## config.mk

```make
export PLATFORM = sky130hd
export DESIGN_NAME = param_bus_datapath_flat
export DESIGN_NICKNAME = d
export VERILOG_FILES = /design/src/rtl/param_bus_datapath_if.sv /design/src/rtl/param_bus_datapath.sv /design/src/flat_wrapper.sv
export SDC_FILE = /design/constraint.sdc
export NUM_CORES = 2
export LEC_CHECK = 0
export BUFFER_PORTS_ARGS = -buffer_cell sky130_fd_sc_hd__buf_2
export CAP_MARGIN = 20
export CORE_AREA = 4 4 290 292
export CTS_BUF_LIST = sky130_fd_sc_hd__clkbuf_8
export CTS_CLUSTER_DIAMETER = 100
export CTS_CLUSTER_SIZE = 14
export DETAILED_ROUTE_END_ITERATION = 8
export DIE_AREA = 0 0 294 296
export GPL_ROUTABILITY_DRIVEN = 0
export PLACE_DENSITY = 0.78
export SLEW_MARGIN = 5
export SYNTH_ARGS = -nofsm -noshare
export SYNTH_HDL_FRONTEND = slang
export SYNTH_SLANG_ARGS = --single-unit
```

## constraint.sdc

```tcl
create_clock -name clk -period 6.8 [get_ports clk]
set_input_delay 1.36 -clock clk [delete_from_list [all_inputs] [get_ports clk]]
set_output_delay 1.36 -clock clk [all_outputs]
set_load 0.05 [all_outputs]
```

## src/rtl/param_bus_datapath_if.sv

```systemverilog
// Bus-side signal bundle for param_bus_datapath.
// The master side drives commands and external writes; the slave side is the datapath.
interface param_bus_datapath_if #(
    parameter int W  = 32,
    parameter int AW = 4
);
    logic          start;
    logic [2:0]    op;
    logic [AW-1:0] ra;
    logic [AW-1:0] rb;
    logic [AW-1:0] rc;
    logic          ext_we;
    logic [AW-1:0] ext_addr;
    logic [W-1:0]  ext_data;
    logic [AW-1:0] rd_addr;
    logic [W-1:0]  rd_data;
    logic [W-1:0]  bus;
    logic [W-1:0]  hi;
    logic [W-1:0]  lo;
    logic          zflag;
    logic          busy;
    logic          done;
    logic          err_op;

    modport master (
        output start, op, ra, rb, rc,
        output ext_we, ext_addr, ext_data, rd_addr,
        input  rd_data, bus, hi, lo, zflag, busy, done, err_op
    );

    modport slave (
        input  start, op, ra, rb, rc,
        input  ext_we, ext_addr, ext_data, rd_addr,
        output rd_data, bus, hi, lo, zflag, busy, done, err_op
    );
endinterface

```

## src/rtl/param_bus_datapath.sv

```systemverilog
// N-entry register file on a shared bus with Y/Z/HI/LO staging and a
// micro-sequencer running Ra,Rb -> Rc transfers, including shift-add multiply.
module param_bus_datapath #(
    parameter int W       = 32,
    parameter int NREGS   = 16,
    parameter int ZERO_R0 = 0
) (
    input logic              clk,
    input logic              clr,
    param_bus_datapath_if.slave bif
);
    localparam int AW = $clog2(NREGS);
    localparam int CW = $clog2(W) + 1;

    typedef enum logic [2:0] {
        S_IDLE,
        S_LDY,
        S_EXEC,
        S_MULT,
        S_WB
    } state_t;

    state_t        state_q, state_d;
    logic [2:0]    op_q, op_d;
    logic [AW-1:0] ra_q, ra_d;
    logic [AW-1:0] rb_q, rb_d;
    logic [AW-1:0] rc_q, rc_d;
    logic [W-1:0]  y_q, y_d;
    logic [W-1:0]  zlo_q, zlo_d;
    logic [W-1:0]  zhi_q, zhi_d;
    logic [W-1:0]  mcand_q, mcand_d;
    logic [CW-1:0] cnt_q, cnt_d;
    logic [W-1:0]  hi_q, hi_d;
    logic [W-1:0]  lo_q, lo_d;
    logic          zflag_q, zflag_d;
    logic          done_q, done_d;
    logic          err_q, err_d;
    logic [W-1:0]  regs_q [NREGS];
    logic [W-1:0]  regs_d [NREGS];

    logic [W-1:0]  a_val;
    logic [W-1:0]  b_val;
    logic [W-1:0]  bus_v;
    logic [W-1:0]  alu_v;
    logic [W:0]    sum;

    // Operand reads honour the hard-wired zero register when enabled.
    assign a_val = (ZERO_R0 != 0 && ra_q == '0) ? '0 : regs_q[ra_q];
    assign b_val = (ZERO_R0 != 0 && rb_q == '0) ? '0 : regs_q[rb_q];

    assign bif.rd_data = (ZERO_R0 != 0 && bif.rd_addr == '0) ?
                         '0 : regs_q[bif.rd_addr];
    assign bif.bus     = bus_v;
    assign bif.hi      = hi_q;
    assign bif.lo      = lo_q;
    assign bif.zflag   = zflag_q;
    assign bif.busy    = (state_q != S_IDLE);
    assign bif.done    = done_q;
    assign bif.err_op  = err_q;

    // One bus driver per state; nothing drives it while idle or multiplying.
    always_comb begin
        bus_v = '0;
        unique case (state_q)
            S_LDY:   bus_v = a_val;
            S_EXEC:  bus_v = b_val;
            S_WB:    bus_v = zlo_q;
            default: bus_v = '0;
        endcase
    end

    // Single-cycle ALU on Y and the bus.
    always_comb begin
        alu_v = '0;
        case (op_q)
            3'd0:    alu_v = y_q & bus_v;
            3'd1:    alu_v = y_q | bus_v;
            3'd2:    alu_v = y_q + bus_v;
            3'd3:    alu_v = y_q - bus_v;
            3'd4:    alu_v = ~bus_v;
            default: alu_v = '0;
        endcase
    end

    // Sequencer next-state, staging registers and register-file writes.
    always_comb begin
        state_d = state_q;
        op_d    = op_q;
        ra_d    = ra_q;
        rb_d    = rb_q;
        rc_d    = rc_q;
        y_d     = y_q;
        zlo_d   = zlo_q;
        zhi_d   = zhi_q;
        mcand_d = mcand_q;
        cnt_d   = cnt_q;
        hi_d    = hi_q;
        lo_d    = lo_q;
        zflag_d = zflag_q;
        done_d  = 1'b0;
        err_d   = 1'b0;
        sum     = '0;
        for (int i = 0; i < NREGS; i++) regs_d[i] = regs_q[i];

        // External write first so a same-edge writeback overrides it.
        if (bif.ext_we) regs_d[bif.ext_addr] = bif.ext_data;

        unique case (state_q)
            S_IDLE: begin
                if (bif.start) begin
                    if (bif.op > 3'd5) begin
                        err_d = 1'b1;
                    end else begin
                        op_d    = bif.op;
                        ra_d    = bif.ra;
                        rb_d    = bif.rb;
                        rc_d    = bif.rc;
                        state_d = S_LDY;
                    end
                end
            end
            S_LDY: begin
                y_d     = bus_v;
                state_d = S_EXEC;
            end
            S_EXEC: begin
                if (op_q == 3'd5) begin
                    mcand_d = y_q;
                    zlo_d   = bus_v;
                    zhi_d   = '0;
                    cnt_d   = '0;
                    state_d = S_MULT;
                end else begin
                    zlo_d   = alu_v;
                    state_d = S_WB;
                end
            end
            S_MULT: begin
                if (zlo_q[0]) sum = {1'b0, zhi_q} + {1'b0, mcand_q};
                else          sum = {1'b0, zhi_q};
                {zhi_d, zlo_d} = {sum, zlo_q[W-1:1]};
                if (cnt_q == CW'(W - 1)) state_d = S_WB;
                cnt_d = cnt_q + 1'b1;
            end
            S_WB: begin
                regs_d[rc_q] = bus_v;
                zflag_d      = (zlo_q == '0);
                if (op_q == 3'd5) begin
                    hi_d = zhi_q;
                    lo_d = zlo_q;
                end
                done_d  = 1'b1;
                state_d = S_IDLE;
            end
            default: state_d = S_IDLE;
        endcase

        if (ZERO_R0 != 0) regs_d[0] = '0;
    end

    // State and datapath registers with synchronous active-low clear.
    always_ff @(posedge clk) begin
        if (!clr) begin
            state_q <= S_IDLE;
            op_q    <= '0;
            ra_q    <= '0;
            rb_q    <= '0;
            rc_q    <= '0;
            y_q     <= '0;
            zlo_q   <= '0;
            zhi_q   <= '0;
            mcand_q <= '0;
            cnt_q   <= '0;
            hi_q    <= '0;
            lo_q    <= '0;
            zflag_q <= 1'b0;
            done_q  <= 1'b0;
            err_q   <= 1'b0;
            for (int i = 0; i < NREGS; i++) regs_q[i] <= '0;
        end else begin
            state_q <= state_d;
            op_q    <= op_d;
            ra_q    <= ra_d;
            rb_q    <= rb_d;
            rc_q    <= rc_d;
            y_q     <= y_d;
            zlo_q   <= zlo_d;
            zhi_q   <= zhi_d;
            mcand_q <= mcand_d;
            cnt_q   <= cnt_d;
            hi_q    <= hi_d;
            lo_q    <= lo_d;
            zflag_q <= zflag_d;
            done_q  <= done_d;
            err_q   <= err_d;
            for (int i = 0; i < NREGS; i++) regs_q[i] <= regs_d[i];
        end
    end
endmodule

```

## src/flat_wrapper.sv

```systemverilog
// flat-port wrapper written by rule: the top's interface ports become plain ports
module param_bus_datapath_flat 
#(
    parameter int W       = 32,
    parameter int NREGS   = 16,
    parameter int ZERO_R0 = 0
)
  (clk, clr, bif_start, bif_op, bif_ra, bif_rb, bif_rc, bif_ext_we, bif_ext_addr, bif_ext_data, bif_rd_addr, bif_rd_data, bif_bus, bif_hi, bif_lo, bif_zflag, bif_busy, bif_done, bif_err_op);
  param_bus_datapath_if #(.W(W), .AW(4)) bif_i ();
  input logic clk;
  input logic clr;
  input wire logic [$bits(bif_i.start)-1:0] bif_start;
  input wire logic [$bits(bif_i.op)-1:0] bif_op;
  input wire logic [$bits(bif_i.ra)-1:0] bif_ra;
  input wire logic [$bits(bif_i.rb)-1:0] bif_rb;
  input wire logic [$bits(bif_i.rc)-1:0] bif_rc;
  input wire logic [$bits(bif_i.ext_we)-1:0] bif_ext_we;
  input wire logic [$bits(bif_i.ext_addr)-1:0] bif_ext_addr;
  input wire logic [$bits(bif_i.ext_data)-1:0] bif_ext_data;
  input wire logic [$bits(bif_i.rd_addr)-1:0] bif_rd_addr;
  output wire logic [$bits(bif_i.rd_data)-1:0] bif_rd_data;
  output wire logic [$bits(bif_i.bus)-1:0] bif_bus;
  output wire logic [$bits(bif_i.hi)-1:0] bif_hi;
  output wire logic [$bits(bif_i.lo)-1:0] bif_lo;
  output wire logic [$bits(bif_i.zflag)-1:0] bif_zflag;
  output wire logic [$bits(bif_i.busy)-1:0] bif_busy;
  output wire logic [$bits(bif_i.done)-1:0] bif_done;
  output wire logic [$bits(bif_i.err_op)-1:0] bif_err_op;
  assign bif_i.start = bif_start;
  assign bif_i.op = bif_op;
  assign bif_i.ra = bif_ra;
  assign bif_i.rb = bif_rb;
  assign bif_i.rc = bif_rc;
  assign bif_i.ext_we = bif_ext_we;
  assign bif_i.ext_addr = bif_ext_addr;
  assign bif_i.ext_data = bif_ext_data;
  assign bif_i.rd_addr = bif_rd_addr;
  assign bif_rd_data = bif_i.rd_data;
  assign bif_bus = bif_i.bus;
  assign bif_hi = bif_i.hi;
  assign bif_lo = bif_i.lo;
  assign bif_zflag = bif_i.zflag;
  assign bif_busy = bif_i.busy;
  assign bif_done = bif_i.done;
  assign bif_err_op = bif_i.err_op;
  param_bus_datapath #(.W(W), .NREGS(NREGS), .ZERO_R0(ZERO_R0)) u_core (.clk(clk), .clr(clr), .bif(bif_i));
endmodule
```

[Word level (Yosys, flattened, before mapping)]
Memories as Yosys holds them, arrays and structs flattened. A register that Yosys moved wholly into a read port is not among the register bits.
Index checks and enable logic that the tools add are counted.
Cells by class
  add/subtract/negate cells: 4
  magnitude comparators: 5
  equal/unequal tests: 14
  mux-type cells: 46
  bitwise gates (word level): 22
  reductions and logical operators: 13
Operators with widths (number)
  $bwmux W512: 2
  $mux W512: 2
  $mux W32: 20
  $demux W32 S4: 2
  $pmux W32 S5: 1
  $pmux W32 S2: 2
  $pmux W32 S3: 1
  $add A32 B32 Y33: 1
  $mux W33: 1
  $add A32 B32 Y32: 1
  $and A32 B32 Y32: 1
  $logic_not A32 Y1: 1
  $not A32 Y32: 1
  $or A32 B32 Y32: 1
  $sub A32 B32 Y32: 1
  $mux W4: 4
  $or A1 B1 Y1: 16
  $eq A3 B2 Y1 const B: 4
  $mux W3: 4
  $pmux W3 S4: 1
  $pmux W6 S2: 1
  $ge A5 B5 Y1 const B: 2
  $lt A5 B1 Y1 const B: 2
  $not A4 Y5: 2
  16 further kinds: 30
Storage, ports and cells
  register bits after elaboration: 219
  memory bits (writable): 512
  input bits: 59
  output and inout bits: 132
  logic and storage cells: 120
  memories: 1
Memories
  u_core.regs_q: depth 16, bits a word 32, rd ports 19, clocked after Yosys merged registers in 2, wr ports 16, RTL line param_bus_datapath.sv:38  | logic [W-1:0] regs_q [NREGS];

[Longest topological paths before layout]
  depth after elaboration: 10
  gate-level depth with buffers: 27
  mapped depth without buffers: 21

[Worst setup path before layout]
No wires, ideal clock.
  path type: register -> register
  from: register (tool-made name)
  to: register u_core.zlo_q[30]
  library setup time: 92 ps
  data arrival time: 6266 ps
  required time: 6708 ps
  setup slack: 442 ps
  stages on the path, launching flop included: 26
  buffers on the path: 5
  period minus slack after synthesis: 6358 ps
  cells stage by stage: dfxtp_1 -> buf_6 -> buf_6 -> buf_6 -> buf_4 -> mux2i_1 -> o22ai_1 -> a2111oi_2 -> clkinv_1 -> nor3_1 -> nand4_1 -> or4_1 -> buf_6 -> o31ai_1 -> xnor2_1 -> ha_1 -> and3_1 -> a221oi_1 -> o21ai_0 -> a31oi_1 -> nand2_1 -> o41ai_1 -> o21ai_0 -> a31oi_1 -> xor2_1 -> o32ai_1
RTL lines
  end signal, assigned: RTL line param_bus_datapath.sv:187  | zlo_q <= zlo_d;
  end, declared: RTL line param_bus_datapath.sv:29  | logic [W-1:0] zlo_q, zlo_d;

==> impl_metrics.ini <==
[sta]
maxSlewViolCount = 0
tightest_slew_ns = 1.24
min_period_over_period_pct = 96.6
slew-limit-headroom_pct = 17.0
worst_clock_skew_ns = 0.0671
finalHoldViolCount = 0
fmax_mhz = 152
tns_ns = 0
finalSetupViolations = 0
min_period_ns = 6.57

[floorplan]
die_area_mm2 = 0.0870
initial_core_util_pct = 59.4
core_mm2 = 0.0816
rows = 105
dieWidth_um = 294
die_h_um = 296
pin_count = 191

[worst_setup_path]
arrival_ns = 7.23
reg2regPathDepth = 24
start_kind = register
critPathKind = reg2reg
end_kind = register
rrSetupSlack_ns = 0.23
r2r_end = u_core.zlo_q[30]
crit_required_ns = 7.46
cp_max_fo = 7

[synthesis]
synth_warnings = 0
syn_nets = 5150
synth_cell_types = 84
ys_seq_area_share_pct = 30.5
synth_flop_cell = dfxtp_1
syn_area_mm2 = 0.0485
syn_inst = 5022
async_reset_ff_share_pct = 0
synth-seq-cells = 739
synth_edf_count = 0
syn_area_per_cell_um2 = 9.66

[detailed_routing]
drt-total-wl_mm = 182
antenna_left = 0
avgViaCountPerCell = 7.54
drt-met1-wl_mm = 63.2
top_layer_used = met5
dr_total_vias = 45100
wire_per_inst_um = 30.5
first_pass_iters = 9
drtIter0Drc = 7490
met2_length_mm = 76.1
drc = 0
dr_wl_met3_mm = 30.1

[status]
outcome = finished clean

[clock_tree]
cts_max_level = 2
cts_buffers = 59
cts.hold.buffers_added = 0
root_buffer = clkbuf_8
clockBufferDepth = 3
clk_pin_slew_ns = 0.10
cts_tree = built
clock_latency_ns = 0.75
clock_sinks = 739

[finish]
multi_input_area_mm2 = 0.0314
final_nets = 5018
syn_to_final_growth_pct = 5.27
n_fill_cell = 6618
drive_gt1_share_pct = 21.2
seqCellArea_mm2 = 0.0148

[job]
cap_violations = 0

[worst_hold_path]
min_delay_worst_endpoint = u_core.bif.hi[3]
holdPathStages = 2
hold_path.class = reg2reg
hp-start = u_core.bif.hi[3]

[global_routing]
grt_antenna_before_repair = 16
gr-total-overflow = 0
grt_pass1_wl_mm = 271
grt_max_degree = 196
grt_usage_pct = 40.6
grt_pass1_vias = 42500

[pwr]
power_density_mw_per_mm2 = 162
total_leakage_power_nw = 18.5
max-vdd-ir-drop_uv = 113
power_mw = 8.27

[placement]
dp_hpwl_mm = 113
io_buffers = 190
report_power, final:
group          internal, mW  switching (mW)  leakage, nW
logic                 0.567           0.883         12.1
registers              4.38           0.107         5.97
clock network         0.783            1.55        0.451
total                  5.73            2.54         18.5
sequential cells by signal, indices dropped and copies added, names as in the netlist, named ones only:
signal             flops
u_core.regs_q        512
u_core.bif.hi         32
u_core.bif.lo         32
u_core.mcand_q        32
u_core.y_q            32
u_core.zhi_q          32
u_core.zlo_q          32
u_core.cnt_q           6
u_core.ra_q            4
u_core.rb_q            4
u_core.rc_q            4
u_core.op_q            3
u_core.state_q         3
u_core.bif.done        1
u_core.bif.err_op      1
u_core.bif.zflag       1
layout make-up:
cell class              count  share of cell area (%)
inverters                  63                   0.478
multi-input cells        3669                    61.4
clock buffers              59                    1.59
flip-flops and latches    739                    29.0
well taps                1070                    2.62
diodes                     12                  0.0588
clock inverters             6                  0.0760
repair buffers            358                    4.74
synth_stat cells, types with 9 or more instances:
cell type,number,area (um^2)
o211ai_1,38,285
nor2b_1,327,2050
a21o_1,33,248
xor2_1,17,149
nor4_1,12,75.1
a211oi_2,14,175
mux2i_1,260,2600
mux2_2,134,1510
nand3_1,37,185
mux4_2,378,8510
a221oi_1,11,96.3
a211oi_1,840,6310
and2_1,17,106
buf_1,40,150
o221ai_1,9,78.8
o21a_1,14,105
nand2_1,347,1300
ha_1,67,838
nor2_1,364,1370
and3_1,17,106
a22oi_1,39,293
o21ai_0,67,335
a22o_1,13,114
clkbuf_1,443,1660
buf_4,10,75.1
o22ai_1,32,200
a21oi_1,273,1370
buf_6,13,146
a31oi_1,38,238
inv_1,55,206
nand4_1,11,68.8
dfxtp_1,739,14800
or3_1,15,93.8
o31ai_1,10,75.1
buf_2,35,175
xnor2_1,53,464
nor3_1,34,170
nand2b_1,30,188
worst max path at each step:
stage	start	end	slack (ns)	cells past startpoint
3_5_place_dp	register	u_core.zlo_q[28]	-0.01	23
3_3_place_gp	register	u_core.zlo_q[30]	0.17	22
2_1_floorplan	register	u_core.zlo_q[30]	0.44	25
4_1_cts	register	u_core.zlo_q[30]	0.06	23
6_report	register	u_core.zlo_q[30]	0.23	24
5_1_grt	register	u_core.zlo_q[30]	-0.02	24
worst max-delay path, stage by stage, from the launching register on:
cell	delay, ns
dfxtp_4	0.44
buf_12	0.14
mux4_2	0.53
mux2i_1	0.30
o22ai_1	0.16
a2111oi_1	0.51
buf_4	0.20
inv_1	0.04
nor3_1	0.34
nand4_1	0.26
or4_1	0.53
buf_4	0.19
o21ai_0	0.19
xnor2_1	0.10
ha_1	0.35
and3_1	0.23
a221oi_2	0.29
o21ai_0	0.17
a31oi_1	0.28
nand2_1	0.12
o41ai_2	0.32
o21ai_0	0.21
a31oi_1	0.23
xor2_1	0.09
o32ai_1	0.25
through the flow:
| step | setup WS, ns | utilization [%] | cell area, um^2 | hold WS [ns] | cells |
|---|---|---|---|---|---|
| 2_1_floorplan | 0.442 | - | 48500 | 0.436 | 5022 |
| 3_3_place_gp | 0.170 | 61.2 | 50000 | 0.438 | 5887 |
| 3_5_place_dp | -0.0119 | 61.3 | 50000 | 0.443 | 5888 |
| 4_1_cts | 0.0632 | 62.3 | 50900 | 0.456 | 5955 |
| 5_1_grt | -0.0237 | 62.6 | 51000 | 0.469 | 5970 |
| 6_report | 0.230 | 62.6 | 51100 | 0.454 | 5976 |
placed cells by master, fill, tap and decap left out, types with 11 or more instances in the layout:
cell / n
a22oi_1: 39
a21oi_1: 273
nand3_1: 37
buf_2: 187
clkbuf_8: 60
a211oi_2: 14
nor2b_1: 326
a31oi_1: 38
diode_2: 12
xor2_1: 17
o211ai_1: 38
or3_1: 11
nand2_1: 344
o21ai_0: 67
mux4_2: 378
nor3_1: 31
nand4_1: 11
a22o_1: 13
mux2_2: 134
a211oi_1: 840
o22ai_1: 32
xnor2_1: 53
o21a_1: 14
nor2_1: 342
nor2_4: 19
nand2b_1: 30
and2_1: 16
ha_1: 67
inv_1: 58
dfxtp_1: 731
buf_12: 11
buf_4: 153
and3_1: 16
mux2i_1: 260
a21o_1: 33
routing by layer:
| metal | track usage [%] | vias to the layer above |
|---|---|---|
| li1 | - | 18900 |
| met1 | 52.0 | 21400 |
| met5 | 0 | - |
| met4 | 23.6 | 10 |
| met3 | 15.8 | 930 |
| met2 | 58.7 | 3843 |
cells by family after synthesis:
group           share of synthesized area [%]
compound gates                           22.1
simple gates                             12.4
mux                                      26.5
flops                                    30.5
buf+inv                                  5.44
xor+xnor                                 1.26
fa+ha+maj                                1.81
repair_timing:
item	CTS	global route
setup endpoints to repair	2	3
pin swaps	1	0
setup buffers	2	6
gates resized for setup	1	5
Note: power is estimated with default switching activity, not from simulation.
